$ cat src/rtl/vga_sync_decoder.sv
// Recovers pixel coordinates from a sampled VGA stream (hsync/vsync plus colour),
// qualifies timing with a SEARCH/ACQUIRE/LOCKED tracker and counts sync errors.
module vga_sync_decoder #(
   parameter int unsigned H_ACTIVE = 640,
   parameter int unsigned H_FP     = 16,
   parameter int unsigned H_SYNC   = 96,
   parameter int unsigned H_BP     = 48,
   parameter int unsigned V_ACTIVE = 480,
   parameter int unsigned V_FP     = 10,
   parameter int unsigned V_SYNC   = 2,
   parameter int unsigned V_BP     = 33
) (
   input  logic       sys_clk,
   input  logic       sys_rst,
   input  logic       pix_en,
   input  logic       horiz_sync,
   input  logic       vert_sync,
   input  logic [3:0] red,
   input  logic [3:0] green,
   input  logic [3:0] blue,
   output logic [9:0] pixel_row,
   output logic [9:0] pixel_column,
   output logic       video_on,
   output logic [3:0] red_out,
   output logic [3:0] green_out,
   output logic [3:0] blue_out,
   output logic       frame_start,
   output logic       locked,
   output logic       sync_err,
   output logic [7:0] err_count
);

   localparam int unsigned H_TOTAL = H_ACTIVE + H_FP + H_SYNC + H_BP;
   localparam int unsigned V_TOTAL = V_ACTIVE + V_FP + V_SYNC + V_BP;
   localparam int unsigned H_OFF   = H_SYNC + H_BP;
   localparam int unsigned V_OFF   = V_SYNC + V_BP;

   localparam logic [10:0] H_TOTAL_W = 11'(H_TOTAL);
   localparam logic [10:0] V_TOTAL_W = 11'(V_TOTAL);
   localparam logic [9:0]  H_LO      = 10'(H_OFF);
   localparam logic [9:0]  H_HI      = 10'(H_OFF + H_ACTIVE);
   localparam logic [9:0]  V_LO      = 10'(V_OFF);
   localparam logic [9:0]  V_HI      = 10'(V_OFF + V_ACTIVE);
   localparam logic [9:0]  CNT_MAX   = '1;

   typedef enum logic [1:0] {SEARCH, ACQUIRE, LOCKED} state_t;
   state_t state, state_next;

   logic       hs_prev, vs_prev, vs_pend;
   logic [9:0] hcnt, vcnt, hcnt_next, vcnt_next;
   logic       hs_fall, vs_fall, frame_rst;
   logic       line_err, frame_err, err_now;
   logic       in_win, fs_next;
   logic [9:0] col_next, row_next;

   // Counter and error decode, meaningful only on pix_en samples
   always_comb begin
      hs_fall   = hs_prev & ~horiz_sync;
      vs_fall   = vs_prev & ~vert_sync;
      frame_rst = hs_fall & (vs_pend | vs_fall);

      hcnt_next = hcnt;
      if (hs_fall)
         hcnt_next = '0;
      else if (hcnt != CNT_MAX)
         hcnt_next = hcnt + 10'd1;

      vcnt_next = vcnt;
      if (frame_rst)
         vcnt_next = '0;
      else if (hs_fall && vcnt != CNT_MAX)
         vcnt_next = vcnt + 10'd1;

      line_err  = (hs_fall && (({1'b0, hcnt} + 11'd1) != H_TOTAL_W)) ||
                  (hcnt_next == CNT_MAX && hcnt != CNT_MAX);
      frame_err = (frame_rst && (({1'b0, vcnt} + 11'd1) != V_TOTAL_W)) ||
                  (vcnt_next == CNT_MAX && vcnt != CNT_MAX);
      err_now   = pix_en && (state != SEARCH) && (line_err || frame_err);
   end

   always_ff @(posedge sys_clk or negedge sys_rst) begin
      if (!sys_rst)
         state <= SEARCH;
      else
         state <= state_next;
   end

   always_comb begin
      state_next = state;
      if (pix_en) begin
         case (state)
            SEARCH:  if (frame_rst) state_next = ACQUIRE;
            ACQUIRE: begin
               if (line_err || frame_err) state_next = SEARCH;
               else if (frame_rst)        state_next = LOCKED;
            end
            LOCKED:  if (line_err || frame_err) state_next = SEARCH;
            default: state_next = SEARCH;
         endcase
      end
   end

   // Outputs are derived from next-state values so a drop out of LOCKED blanks on the same update
   always_comb begin
      in_win   = (state_next == LOCKED) &&
                 (hcnt_next >= H_LO) && (hcnt_next < H_HI) &&
                 (vcnt_next >= V_LO) && (vcnt_next < V_HI);
      col_next = in_win ? (hcnt_next - H_LO) : '0;
      row_next = in_win ? (vcnt_next - V_LO) : '0;
      fs_next  = in_win && (col_next == '0) && (row_next == '0);
   end

   always_ff @(posedge sys_clk or negedge sys_rst) begin
      if (!sys_rst) begin
         hs_prev      <= 1'b1;
         vs_prev      <= 1'b1;
         vs_pend      <= 1'b0;
         hcnt         <= '0;
         vcnt         <= '0;
         pixel_row    <= '0;
         pixel_column <= '0;
         video_on     <= 1'b0;
         red_out      <= '0;
         green_out    <= '0;
         blue_out     <= '0;
         frame_start  <= 1'b0;
         locked       <= 1'b0;
         sync_err     <= 1'b0;
         err_count    <= '0;
      end else begin
         sync_err    <= err_now;
         frame_start <= pix_en & fs_next;
         if (pix_en) begin
            hs_prev <= horiz_sync;
            vs_prev <= vert_sync;
            if (hs_fall)
               vs_pend <= 1'b0;
            else if (vs_fall)
               vs_pend <= 1'b1;
            hcnt         <= hcnt_next;
            vcnt         <= vcnt_next;
            video_on     <= in_win;
            pixel_column <= col_next;
            pixel_row    <= row_next;
            red_out      <= in_win ? red   : '0;
            green_out    <= in_win ? green : '0;
            blue_out     <= in_win ? blue  : '0;
            locked       <= (state_next == LOCKED);
            if (err_now && err_count != '1)
               err_count <= err_count + 8'd1;
         end
      end
   end

endmodule

$ cat config.mk
export PLATFORM = sky130hd
export DESIGN_NAME = vga_sync_decoder
export DESIGN_NICKNAME = d
export VERILOG_FILES = /design/src/rtl/vga_sync_decoder.sv
export SDC_FILE = /design/constraint.sdc
export NUM_CORES = 1
export LEC_CHECK = 0
export CAP_MARGIN = 10
export CORE_ASPECT_RATIO = 2
export CORE_MARGIN = 3
export CORE_UTILIZATION = 45
export DETAILED_ROUTE_END_ITERATION = 7
export PLACE_DENSITY = 0.75
export SLEW_MARGIN = 20
export SYNTH_ARGS = -nofsm -noshare
export SYNTH_HDL_FRONTEND = slang
export SYNTH_SLANG_ARGS = --single-unit
export TNS_END_PERCENT = 50
$ cat constraint.sdc
create_clock -name sys_clk -period 4.7 [get_ports sys_clk]
set_clock_uncertainty 0.05 [all_clocks]
set_input_delay 0.94 -clock sys_clk [delete_from_list [all_inputs] [get_ports sys_clk]]
set_output_delay 0.94 -clock sys_clk [all_outputs]
set_load 0.05 [all_outputs]
# Word-level counts from Yosys, hierarchy flattened
# Index checks and enable logic that the tools add are counted.
[classes]
addsub = 7
n_lt_le_gt_ge = 4
eq_ne = 10
n_mux = 17
n_bitwise = 7
reduce_logical = 24
[op_table]
columns = ["cell", "n"]
rows = [
  ["10-bit two-way mux", 6],
  ["10-bit by 1-bit adder with 11-bit output, second input constant", 2],
  ["11-bit by 10-bit inequality test with 1-bit output, second input constant", 2],
  ["10-bit by 1-bit adder with 10-bit output, second input constant", 2],
  ["10-bit == test, second input constant", 2],
  ["10-bit zero test", 2],
  ["10-bit < comparator, second input constant", 2],
  ["10-bit inequality test, second input constant", 2],
  ["1-bit logical AND", 14],
  ["4-bit two-way mux", 3],
  ["10-bit by 6-bit greater-or-equal comparator with 1-bit output, second input constant", 1],
  ["10-bit by 8-bit greater-or-equal comparator with 1-bit output, second input constant", 1],
  ["2-bit two-way mux", 5],
  ["10-bit by 6-bit subtractor with 10-bit output, second input constant", 1],
  ["10-bit by 8-bit subtractor with 10-bit output, second input constant", 1],
  ["8-bit by 1-bit adder with 8-bit output, second input constant", 1],
  ["8-bit inequality test, second input constant", 1],
  ["2-bit case mux with 3 select lines", 1],
  ["1-bit bitwise AND", 4],
  ["2-bit == test, second input constant", 2],
  ["2-bit AND reduction", 2],
  ["2-bit nonzero test", 2],
  ["1-bit logical OR", 3],
  ["2-bit by 1-bit == test with 1-bit output, second input constant", 1],
  ["4 further kinds", 6],
]
[totals]
ff_bits = 69
output_inout_bits = 44
word_cells = 85

# Logic depth before layout (Yosys ltp)
[depth]
ltp_word = 22
ltp_mapped = 17
depth_no_buf = 14

# Least setup slack after synthesis
# No wires, ideal clock.
[synth_timing]
path_type = "in2reg"
start = "input horiz_sync"
end = "register err_count[4]"
setup_ns = 0.147
arrival_time_ns = 3.753
t_required_ns = 4.503
slack_ns = 0.750
path_stages = 14
n_path_buf = 3
cell_sequence = "and2b_4 -> buf_2 -> clkbuf_1 -> or3_1 -> inv_1 -> ha_1 -> nand3_1 -> or4_1 -> or4_1 -> nand3_1 -> a41oi_1 -> buf_6 -> o41ai_1 -> o41ai_1"
[synth_between]
elab_cells_between_ends = 19
classes_between = "eq/ne (2); mux (3); bitwise (3); reduce/logical (11)"
[synth_lines]
columns = ["element", "line", "source"]
rows = [
  ["start: declaration", "16", "input logic horiz_sync,"],
  ["1-bit NOT", "58", "hs_fall = hs_prev & ~horiz_sync;"],
  ["1-bit bitwise AND", "58", ""],
  ["10-bit two-way mux", "63", "if (hs_fall)"],
  ["net hcnt_next[5]", "50", "logic [9:0] hcnt, vcnt, hcnt_next, vcnt_next;"],
  ["10-bit == test", "75", "(hcnt_next == CNT_MAX && hcnt != CNT_MAX);"],
  ["1-bit logical AND", "75", ""],
  ["1-bit logical OR", "74", "line_err = (hs_fall && (({1'b0, hcnt} + 11'd1) != H_TOTAL_W)) ||"],
  ["1-bit logical OR", "78", "err_now = pix_en && (state != SEARCH) && (line_err || frame_err);"],
  ["1-bit logical AND", "78", ""],
  ["1-bit logical AND", "149", "if (err_now && err_count != '1)"],
  ["2-bit AND reduction (no source line)", "-", ""],
  ["end signal: assignment", "150", "err_count <= err_count + 8'd1;"],
  ["end: declaration", "30", "output logic [7:0] err_count"],
]
# The timed path passes the listed nets, and every way through them passes these cells.
# A chain may end at the register's enable or synchronous reset.

# Final worst setup path
[layout_timing]
start = "register hcnt[0]"
end = "register err_count[1]"
[layout_between]
elab_chain_cells = 10
elab_cells_between_ends = 14
classes_between = "add/sub (2); eq/ne (3); mux (2); reduce/logical (7)"
[layout_rtl]
columns = ["element", "line", "source"]
rows = [
  ["start: declaration", "50", ""],
  ["start signal: assignment", "140", "hcnt <= hcnt_next;"],
  ["10-bit by 1-bit adder with 10-bit output / 10-bit inequality test (equally long branches)", "66, 65", ""],
  ["10-bit two-way mux (*)", "65", "else if (hcnt != CNT_MAX)"],
  ["10-bit two-way mux (*)", "63", ""],
  ["net hcnt_next[5]", "50", ""],
  ["10-bit == test (*)", "75", ""],
  ["1-bit logical AND (*)", "75", ""],
  ["1-bit logical OR (*)", "74", ""],
  ["1-bit logical OR (*)", "78", ""],
  ["1-bit logical AND (*)", "78", ""],
  ["1-bit logical AND (*)", "149", ""],
  ["2-bit AND reduction (no source line) (*)", "-", ""],
]
# The timed path passes the listed nets; every way through them passes the cells marked *.

==> flow_summary_export.csv <==
group,metric,value,unit
setup_path,startpoint_type,"flop",
power,p_int,1210,uW
drt,drtIter0Drc,230,
synth,synth_common_cells,"dfrtp_1, nand2_1, o2bb2ai_1",
setup_path,path_max_fanout,12,
place,dp_worst_setup_slack,0.217,ns
global_routing,grt_max_degree,47,
clock_network,ctsResizeCount,0,
synth,syn_nets,477,
hold_path,hold_path.startpoint,"pixel_column[6]$_DFFE_PN0P_",
synth,synth_top_area_frac,0.394,
clock_network,post_cts_buffers,0,
clock_network,clk_pin_slew_worst_paths,0.06,ns
sta,hold_violations,0,
synth,synthFlopType,"dfrtp_1",
sta,fin_crit_sh,0.903,
setup_path,timing.rr.start,"hcnt[0]$_DFFE_PN0P_",
die,coreArea,9070,sq um
global_routing,grt_pass1_wl,19600,um
sta,worstMarginPinSlew,1.09,ns
clock_network,clock_sinks,69,
job,cap_violations,0,
drt,wire_per_inst,19.3,um
power,power.switching,618,uW
power,power,1830,uW
setup_path,cp.arrival,4.41,ns
drt,final_antenna_net_count,0,
place,gp_congestion,1.03,
synth,synth_most_common_cell,"dfrtp_1",
synth,yosysSeqAreaShare,0.407,
power,cellPowerDensity,355,nW/um^2
die,die-width,74.7,um
place,hpwlAfterDp,8630,um
power,ir_worst_vdd,293,uV
drt,wl,11700,um
sta,hold-worst-slack,0.440,ns
drt,drc,0,
layout,drive_above_1_share,0.125,
synth,async_flop_share,1.00,
setup_path,required,4.86,ns
sta,fmax,236,MHz
sta,tns,0,ns
clock_network,htreeDepth,3,
sta,final-setup-viol-count,0,
power,power_frac_seq,0.392,
synth,synth_seq_cells,69,
clock_network,cts_made_buffers,9,
setup_path,end_kind,"flop",
global_routing,antenna_found_initial,0,
setup_path,r2r_setup_slack,0.46,ns
sta,slew_violations,0,
die,start_util,0.469,
global_routing,grt.overflow.total,0,
layout,area_growth,21.3,%
synth,synth_top_area_cell,"dfrtp_1",
power,comb_power_share,0.232,
setup_path,r2r-end,"err_count[1]$_DFFE_PN0P_",
hold_path,worstHoldPathCells,1,
power,p_clk_frac,0.376,
synth,synth-edff-count,0,
power,leakagePower,0.00217,uW
hold_path,min_to,"pixel_column[6]$_DFFE_PN0P_",
synth,synth.area.top_cells,"dfrtp_1, nand2_1, o2bb2ai_1, mux2_2, xor2_1",
clock_network,cts_tree,"built",
die,rows,49,
clock_network,cts.hold.buffers_added,0,
global_routing,first_global_vias,3911,
setup_path,reg2reg_depth,13,
setup_path,critPathLaunch,"hcnt[0]$_DFFE_PN0P_",
drt,drt_pass1_iterations,4,
global_routing,grt.total_usage,0.237,
power,swShare,0.337,
drt,routed_via_density,6.20,
sta,slew_headroom,0.264,
clock_network,worstSkewPairLatency,0.33,ns
layout,diodes,0,
layout,nFillCells,830,
run_status,status,"completed",
die,ios,61,
layout,post-route-util,0.569,
sta,rsz0062_at_grt,"no",
hold_path,min_path_type,"reg -> reg",
die,die_h,143,um
synth,postSynthAreaPerCell,9.41,sq um
synth,syn_inst,452,
drt,vias,3742,
setup_path,path_class,"reg -> reg",
die,dieArea,10700,sq um
place,port_buffers,60,
synth,synth_cell_type_count,69,
clock_network,cts.root.buffer_cell,"clkbuf_16",
sta,fin_ws,0.456,ns
synth,netlist_area,4250,sq um
sta,fin_crit,4.24,ns
layout,num-nets-final,522,
synth,yosys_warnings,0,
clock_network,clockBufferDepth,2,
## metal layers
metal | global-route usage | part of all wire | vias up | routed length, um
met3 | 0.0490 | 0.038 | 49 | 447
li1 | - | - | 1754 | -
met4 | 0.145 | 0.058 | 0 | 676
met5 | 0 | 0 | - | 0
met2 | 0.406 | 0.54 | 117 | 6350
met1 | 0.260 | 0.36 | 1822 | 4190
## worst max path at each step
| stage | end | slack [ns] | cells after the start |
|---|---|---|---|
| global route | err_count[4]$_DFFE_PN0P_ | 0.19 | 13 |
| floorplan | err_count[4]$_DFFE_PN0P_ | 0.75 | 14 |
| finish | err_count[1]$_DFFE_PN0P_ | 0.46 | 13 |
| CTS | err_count[1]$_DFFE_PN0P_ | 0.48 | 13 |
| global placement | err_count[1]$_DFFE_PN0P_ | 0.31 | 12 |
| detailed placement | err_count[1]$_DFFE_PN0P_ | 0.22 | 12 |
## worst max-delay path, stage by stage, from the launching register on
cell	delay, ns
dfrtp_1	0.55
ha_1	0.39
and3_1	0.40
a211oi_1	0.14
or3_1	0.44
inv_1	0.11
ha_1	0.14
nand3_1	0.06
or4_1	0.40
or4_1	0.47
nand3_1	0.09
a41oi_1	0.18
nand2b_1	0.39
mux2_1	0.32
## placed cells by master (no fill, tap or decap), types with 4 or more instances in the layout
cell type,synthesis,final
xor2_1,15,15
or3_1,4,4
nand2_1,55,55
nor3_1,7,7
nand4_1,6,6
a211oi_1,4,4
and2_1,4,4
o21ai_0,17,17
clkdlybuf4s50_1,0,58
nor4_1,7,7
dfrtp_1,67,67
ha_1,8,8
clkbuf_16,0,9
nor2b_1,5,5
a21o_1,4,4
or2_2,4,4
nand3_1,16,16
nor2_1,19,19
buf_4,2,9
mux2_2,12,12
o31ai_1,11,11
inv_1,15,15
and3_1,7,7
a31oi_1,11,11
o41ai_1,5,5
xnor2_1,9,9
o2bb2ai_1,23,23
a21oi_1,16,16
and4_1,6,6
## cell families (layout without fill, tap and decap cells)
logic type,count (synthesis),count (layout),share of synthesized area
compound gates,122,122,0.212
xor+xnor,24,24,0.0494
fa+ha+maj,8,8,0.0235
buf+inv,50,100,0.0568
flops,69,69,0.407
mux,14,14,0.0368
simple gates,165,165,0.214
## state kept, by name, summed over array words and instances (netlist names)
name and cells:
hcnt 10, pixel_column 10, pixel_row 10, vcnt 10
err_count 8, blue_out 4, green_out 4, red_out 4
state 2, frame_start 1, hs_prev 1, locked 1
sync_err 1, video_on 1, vs_pend 1, vs_prev 1
## metrics by stage
| step | instance area [sq um] | instances |
|---|---|---|
| floorplan | 4250 | 452 |
| global placement | 4850 | 588 |
| detailed placement | 4850 | 588 |
| CTS | 5160 | 604 |
| global route | 5160 | 604 |
| finish | 5160 | 604 |
## power by group through the flow
| stage | Combinational (uW) | Sequential, uW | Clock (uW) |
|---|---|---|---|
| 2_1_floorplan | 248 | 761 | 0 |
| 3_3_place_gp | 413 | 724 | 0 |
| 3_5_place_dp | 423 | 728 | 0 |
| 4_1_cts | 424 | 717 | 705 |
| 5_1_grt | 464 | 727 | 726 |
| 6_report | 425 | 718 | 690 |
## layout make-up
class | count | area (sq um) | area share
multi-input cells | 333 | 2280 | 0.442
flip-flops and latches | 69 | 1730 | 0.335
repair buffers | 69 | 658 | 0.128
clock buffers | 9 | 225 | 0.0437
well taps | 102 | 128 | 0.0247
clock inverters | 7 | 81.3 | 0.0158
inverters | 15 | 56.3 | 0.0109
No activity file was read; power rests on OpenSTA's default activity.
